**src/rtl/i2s_rx.sv**
```systemverilog
// i2s_rx -- I2S slave receiver.
//
// Oversamples an externally mastered I2S bus (BCK, LRCK, DIN) on the system
// clock and delivers complete left/right sample pairs on a valid/ready
// handshake. Slots wider than SAMPLE_BITS are truncated (MSBs kept). Slots
// narrower than SAMPLE_BITS are left-justified and zero-padded.
//
// Ports:
//   clk        system clock, at least 4x the BCK frequency
//   sys_rst_i  synchronous active-high reset
//   bck_i      I2S bit clock (asynchronous)
//   lrck_i     I2S word select, 0 = left, 1 = right (asynchronous)
//   din_i      I2S serial data, MSB first (asynchronous)
//   left_o     left word of the delivered pair
//   right_o    right word of the delivered pair
//   valid_o    left_o/right_o hold a pair not yet accepted
//   ready_i    consumer accepts the pair when valid_o && ready_i
//   overrun_o  one-cycle pulse: a completed pair was dropped
//   locked_o   high once the first LRCK transition has been seen
module i2s_rx #(
  parameter int unsigned SAMPLE_BITS = 16,
  parameter int unsigned SYNC_STAGES = 2
) (
  input  logic                   clk,
  input  logic                   sys_rst_i,
  input  logic                   bck_i,
  input  logic                   lrck_i,
  input  logic                   din_i,
  output logic [SAMPLE_BITS-1:0] left_o,
  output logic [SAMPLE_BITS-1:0] right_o,
  output logic                   valid_o,
  input  logic                   ready_i,
  output logic                   overrun_o,
  output logic                   locked_o
);

  localparam int unsigned CNT_W = $clog2(SAMPLE_BITS + 1);
  localparam logic [CNT_W-1:0] CNT_MAX = CNT_W'(SAMPLE_BITS);

  typedef enum logic {
    HUNT,
    RUN
  } state_t;

  state_t state;
  state_t state_next;

  // All three inputs share one synchroniser depth so that lr and d stay
  // aligned with the detected BCK rise.
  logic [SYNC_STAGES-1:0] bck_sync;
  logic [SYNC_STAGES-1:0] lr_sync;
  logic [SYNC_STAGES-1:0] din_sync;

  logic bck_s;
  logic lr;
  logic d;
  logic bck_prev;
  logic rise;
  logic lr_d;
  logic edge_seen;

  logic [SAMPLE_BITS-1:0] word;
  logic [SAMPLE_BITS-1:0] word_next;
  logic [CNT_W-1:0]       cnt;
  logic [SAMPLE_BITS-1:0] left_hold;
  logic                   have_left;

  logic store_left;
  logic pair_done;
  logic clr_left;

  // ---------------------------------------------------------------------
  // Input synchronisers
  // ---------------------------------------------------------------------
  always_ff @(posedge clk) begin
    if (sys_rst_i) begin
      bck_sync <= '0;
      lr_sync  <= '0;
      din_sync <= '0;
      bck_prev <= 1'b0;
    end else begin
      bck_sync <= {bck_sync[SYNC_STAGES-2:0], bck_i};
      lr_sync  <= {lr_sync[SYNC_STAGES-2:0], lrck_i};
      din_sync <= {din_sync[SYNC_STAGES-2:0], din_i};
      bck_prev <= bck_s;
    end
  end

  assign bck_s     = bck_sync[SYNC_STAGES-1];
  assign lr        = lr_sync[SYNC_STAGES-1];
  assign d         = din_sync[SYNC_STAGES-1];
  assign rise      = bck_s & ~bck_prev;
  assign edge_seen = rise & (lr != lr_d);

  // ---------------------------------------------------------------------
  // Bit capture
  // ---------------------------------------------------------------------
  // Every bit position is written at most once between clears, so OR-ing
  // a shifted one-hot is equivalent to a per-bit write and avoids a
  // variable part-select.
  always_comb begin
    word_next = word;
    if (cnt < CNT_MAX) begin
      word_next = word | ({d, {(SAMPLE_BITS-1){1'b0}}} >> cnt);
    end
  end

  // ---------------------------------------------------------------------
  // Frame FSM
  // ---------------------------------------------------------------------
  always_ff @(posedge clk) begin
    if (sys_rst_i) begin
      state <= HUNT;
    end else begin
      state <= state_next;
    end
  end

  always_comb begin
    state_next = state;
    store_left = 1'b0;
    pair_done  = 1'b0;
    clr_left   = 1'b0;
    locked_o   = 1'b0;
    case (state)
      HUNT: begin
        // The word completed at the first edge is never trustworthy.
        if (edge_seen) begin
          state_next = RUN;
          clr_left   = 1'b1;
        end
      end
      RUN: begin
        locked_o = 1'b1;
        if (edge_seen) begin
          if (!lr_d) begin
            store_left = 1'b1;
          end else if (have_left) begin
            pair_done = 1'b1;
            clr_left  = 1'b1;
          end
        end
      end
      default: state_next = HUNT;
    endcase
  end

  // ---------------------------------------------------------------------
  // Datapath and output handshake
  // ---------------------------------------------------------------------
  always_ff @(posedge clk) begin
    if (sys_rst_i) begin
      lr_d      <= 1'b0;
      word      <= '0;
      cnt       <= '0;
      left_hold <= '0;
      have_left <= 1'b0;
      left_o    <= '0;
      right_o   <= '0;
      valid_o   <= 1'b0;
      overrun_o <= 1'b0;
    end else begin
      overrun_o <= 1'b0;

      if (rise) begin
        lr_d <= lr;
        // On a transition edge the current bit is the LSB of the slot just
        // ending (one-BCK I2S delay); it is folded into word_next before
        // the capture restarts for the next slot's MSB.
        if (edge_seen) begin
          word <= '0;
          cnt  <= '0;
        end else begin
          word <= word_next;
          if (cnt < CNT_MAX) begin
            cnt <= cnt + CNT_W'(1);
          end
        end
      end

      if (store_left) begin
        left_hold <= word_next;
        have_left <= 1'b1;
      end else if (clr_left) begin
        have_left <= 1'b0;
      end

      if (pair_done && (!valid_o || ready_i)) begin
        left_o  <= left_hold;
        right_o <= word_next;
        valid_o <= 1'b1;
      end else if (pair_done) begin
        overrun_o <= 1'b1;
      end else if (valid_o && ready_i) begin
        valid_o <= 1'b0;
      end
    end
  end

endmodule
```
**config.mk**
```make
export PLATFORM = sky130hd
export DESIGN_NAME = i2s_rx
export DESIGN_NICKNAME = d
export VERILOG_FILES = /design/src/rtl/i2s_rx.sv
export SDC_FILE = /design/constraint.sdc
export NUM_CORES = 1
export LEC_CHECK = 0
export BUFFER_PORTS_ARGS = -buffer_cell sky130_fd_sc_hd__buf_2
export CORE_MARGIN = 8
export CORE_UTILIZATION = 50
export CTS_CLUSTER_DIAMETER = 30
export DETAILED_ROUTE_END_ITERATION = 10
export GPL_ROUTABILITY_DRIVEN = 0
export HOLD_SLACK_MARGIN = 0.15
export PLACE_DENSITY = 0.79
export SETUP_SLACK_MARGIN = 0.3
export SYNTH_ARGS = -nofsm -noshare
export SYNTH_HDL_FRONTEND = slang
export SYNTH_SLANG_ARGS = --single-unit
```
**constraint.sdc**
```tcl
create_clock -name clk -period 2.5 [get_ports clk]
set_input_delay 0.375 -clock clk [delete_from_list [all_inputs] [get_ports clk]]
set_output_delay 0.375 -clock clk [all_outputs]
set_load 0.005 [all_outputs]
```
==> key figures <==
Setup path
  – Worst Path Max Fanout: 17
  – Worst path required time: 2720 ps
  – Critical setup path kind: flop to flop
  – FF-to-FF path depth: 3
  – CP Launch Type: flop
  – Critical Path Source: lr_sync[1]$_SDFF_PP0_
  – Worst path bufs/invs: 0
  – WP data arrival: 2100 ps
  – R2R setup slack: 620 ps
  – Slowest library cell on the worst path: nor3_4
  – Critical Path End Type: flop
  – R2r endpoint: right_o[11]$_SDFFE_PP0P_
  – Cells along the critical path: nand2b_1 -> nor3_4 -> a211oi_1
  – Crit path depth: 3
  – CP endpoint: right_o[11]$_SDFFE_PP0P_
  – Reg2Reg Launch Point: lr_sync[1]$_SDFF_PP0_
  – Kind of cell adding the most delay to the critical path: simple AND/OR/NAND/NOR gates
  – CP peak stage delay: 680 ps

Die
  – Die area: 9640 um2
  – Num rows: 30
  – Chip width: 98.2 um
  – Core area: 6680 um2
  – I/O pins: 41
  – Starting Density: 50.5%
  – Die H: 98.2 um

Logic synthesis
  – Mapped Area: 3380 um2
  – #FFs+latches synth: 81
  – Seq/Total Area, Yosys: 48.0%
  – Dominant synthesized flop cell: dfxtp_1
  – Unique masters post-synth: 39
  – Syn Inst Count: 354
  – Total number of yosys warnings: 0
  – Count of flip-flops with a built-in enable after synthesis: 0
  – Syn_nets: 361
  – Asr flop ratio synth: 0%
  – Post-synthesis area per instance: 9.54 um2

Timing
  – Final period util: 75.3%
  – Tightest Pin Transition: 739 ps
  – Final Hold Viols: 0
  – Fmax: 531 MHz
  – Setup TNS: 0 ps
  – Max-Slew Margin vs Limit: 50.7%
  – Final Critical Period: 1880 ps
  – Final Max Tran Viols: 0
  – Hold WS: 221 ps
  – Final setup fails: 0
  – Clk_skew: 9.01 ps
  – Unrepaired setup endpoints after global routing: false

Drt
  – WL final: 7.87 mm
  – Number of remaining DRC errors: 0
  – Via-to-Cell Ratio: 6.10
  – Post-route ant nets: 0
  – Initial drt markers: 189
  – Drt first pass iters: 4
  – Via count: 2776
  – Drt wl/cell: 17.3 um

Global routing
  – Vias in the first global route: 2601
  – Initial antenna violation count: 0
  – Overall Global Routing Usage: 16.6%
  – First-pass GRT wire length: 13.2 mm
  – Largest net degree at the start of global routing: 51
  – Total grt overflow: 0

CTS
  – Cts bufs inserted: 9
  – Root Buffer Master: clkbuf_8
  – CTS tree: yes
  – Post-CTS Hold Buffers: 0
  – Clk buf depth: 2
  – # resized after CTS: 0
  – Clock Sinks: 81
  – H-tree depth: 3
  – Setup Buffers After CTS: 0
  – Latest clock arrival within the worst-skew pair: 360 ps
  – CTS clk-pin slew, worst paths: 80 ps

Power
  – PD cells: 633 nW/um2
  – Maximum vdd drop: 0.373 mV
  – LEAKAGE: 1.31 nW
  – Overall Power: 2.35 mW

Finish
  – Layout Nets: 378
  – Ant diodes: 0
  – Fill cells: 593
  – Area of the multi-input gates: 1530 um2
  – Share of cells above drive strength 1: 22.1%
  – Register Area: 1620 um2
  – Layout area overhead: 9.86%
  – Most frequent cells in the layout: 81 x dfxtp_1, 50 x a21oi_1, 40 x buf_2
  – Finished Layout Cells: 455
  – Commonest non-fill, non-tap cell in the layout: dfxtp_1

Place
  – Dpl cells: 440
  – IO Port Bufs: 40
  – DP HPWL: 5.25 mm

Outcome
  – Outcome: complete, no violations

Run
  – MaxCap Viol Count: 0

Worst hold path
  – Hold Crit Class: primary input to flop
[synth_stat cells (2+ instances only)]
cell       n  area, um2
nor3_1     2       10.0
o21ai_0    5       25.0
nand4_1   17        106
nand2b_1   6       37.5
buf_2     13       65.1
buf_1      3       11.3
a31oi_1   36        225
and4bb_2   2       25.0
buf_6      3       33.8
nor3b_1    2       15.0
dfxtp_1   81       1620
mux2i_1    2       20.0
xnor2_1    2       17.5
nand2_1    5       18.8
inv_1      2       7.51
a211oi_1  22        165
clkbuf_1  17       63.8
a211oi_2  10        125
a21oi_1   50        250
and2b_1    2       15.0
and3b_1    4       35.0
nor2b_1   13       81.3
o31ai_1   16        120
nor2_1    21       78.8
buf_4      4       30.0
[how the worst min path moves through the flow]
stage / from / end / slack [ps] / cells past startpoint
global route: bck_i / bck_sync[0]$_SDFF_PP0_ / 230 / 2
finish: lrck_i / lr_sync[0]$_SDFF_PP0_ / 220 / 2
floorplan: bck_sync[0]$_SDFF_PP0_ / bck_sync[1]$_SDFF_PP0_ / 410 / 1
detailed placement: bck_sync[0]$_SDFF_PP0_ / bck_sync[1]$_SDFF_PP0_ / 420 / 1
CTS: bck_i / bck_sync[0]$_SDFF_PP0_ / 210 / 2
global placement: bck_sync[0]$_SDFF_PP0_ / bck_sync[1]$_SDFF_PP0_ / 420 / 1
[layout make-up]
type                            count  area share [%]
Clock buffer                       10            3.71
Inverter                            2           0.202
Tap cell                           80            2.70
Timing Repair Buffer               47            6.82
Multi-Input combinational cell    230            41.1
Sequential cell                    81            43.7
Clock inverter                      5            1.72
[cell families (layout without fill, tap and decap cells)]
group | after synthesis | after routing | synth area share, %
XOR/XNOR | 2 | 2 | 0.519
multiplexers | 2 | 2 | 0.593
flip-flops | 81 | 81 | 48.0
AO/OA/AOI/OAI | 143 | 143 | 28.3
buffers and inverters | 43 | 64 | 6.86
AND/OR/NAND/NOR | 82 | 82 | 15.3
adder cells (fa/ha/maj) | 1 | 1 | 0.371
[power breakdown]
part           switching [mW]  leakage, nW  internal [mW]
clock network           0.486       0.0989          0.490
logic                  0.0465        0.559         0.0188
registers             0.00959        0.654           1.30
[per-stage QoR]
step / utilization (%) / instance area (um2) / worst slack, ps
floorplan: - / 3380 / 1130
global placement: 52.5 / 3510 / 708
detailed placement: 52.5 / 3510 / 555
CTS: 55.5 / 3710 / 595
global route: 55.5 / 3710 / 458
finish: 55.5 / 3710 / 616
[flip-flops by register name, indices dropped and copies added (netlist names), 2 cells and up]
signal / cells
left_hold: 16
left_o: 16
right_o: 16
word: 16
cnt: 5
bck_sync: 2
din_sync: 2
lr_sync: 2
[per-layer routing]
layer  GRT usage [%]  vias to the layer above  share of wire [%]
met4            7.20                        0                1.9
met1            21.5                     1313                 47
met3            4.77                       13                5.9
li1                -                     1364                  -
met2            25.2                       86                 45
met5               0                        -                  0
No activity file was read; power rests on OpenSTA's default activity.
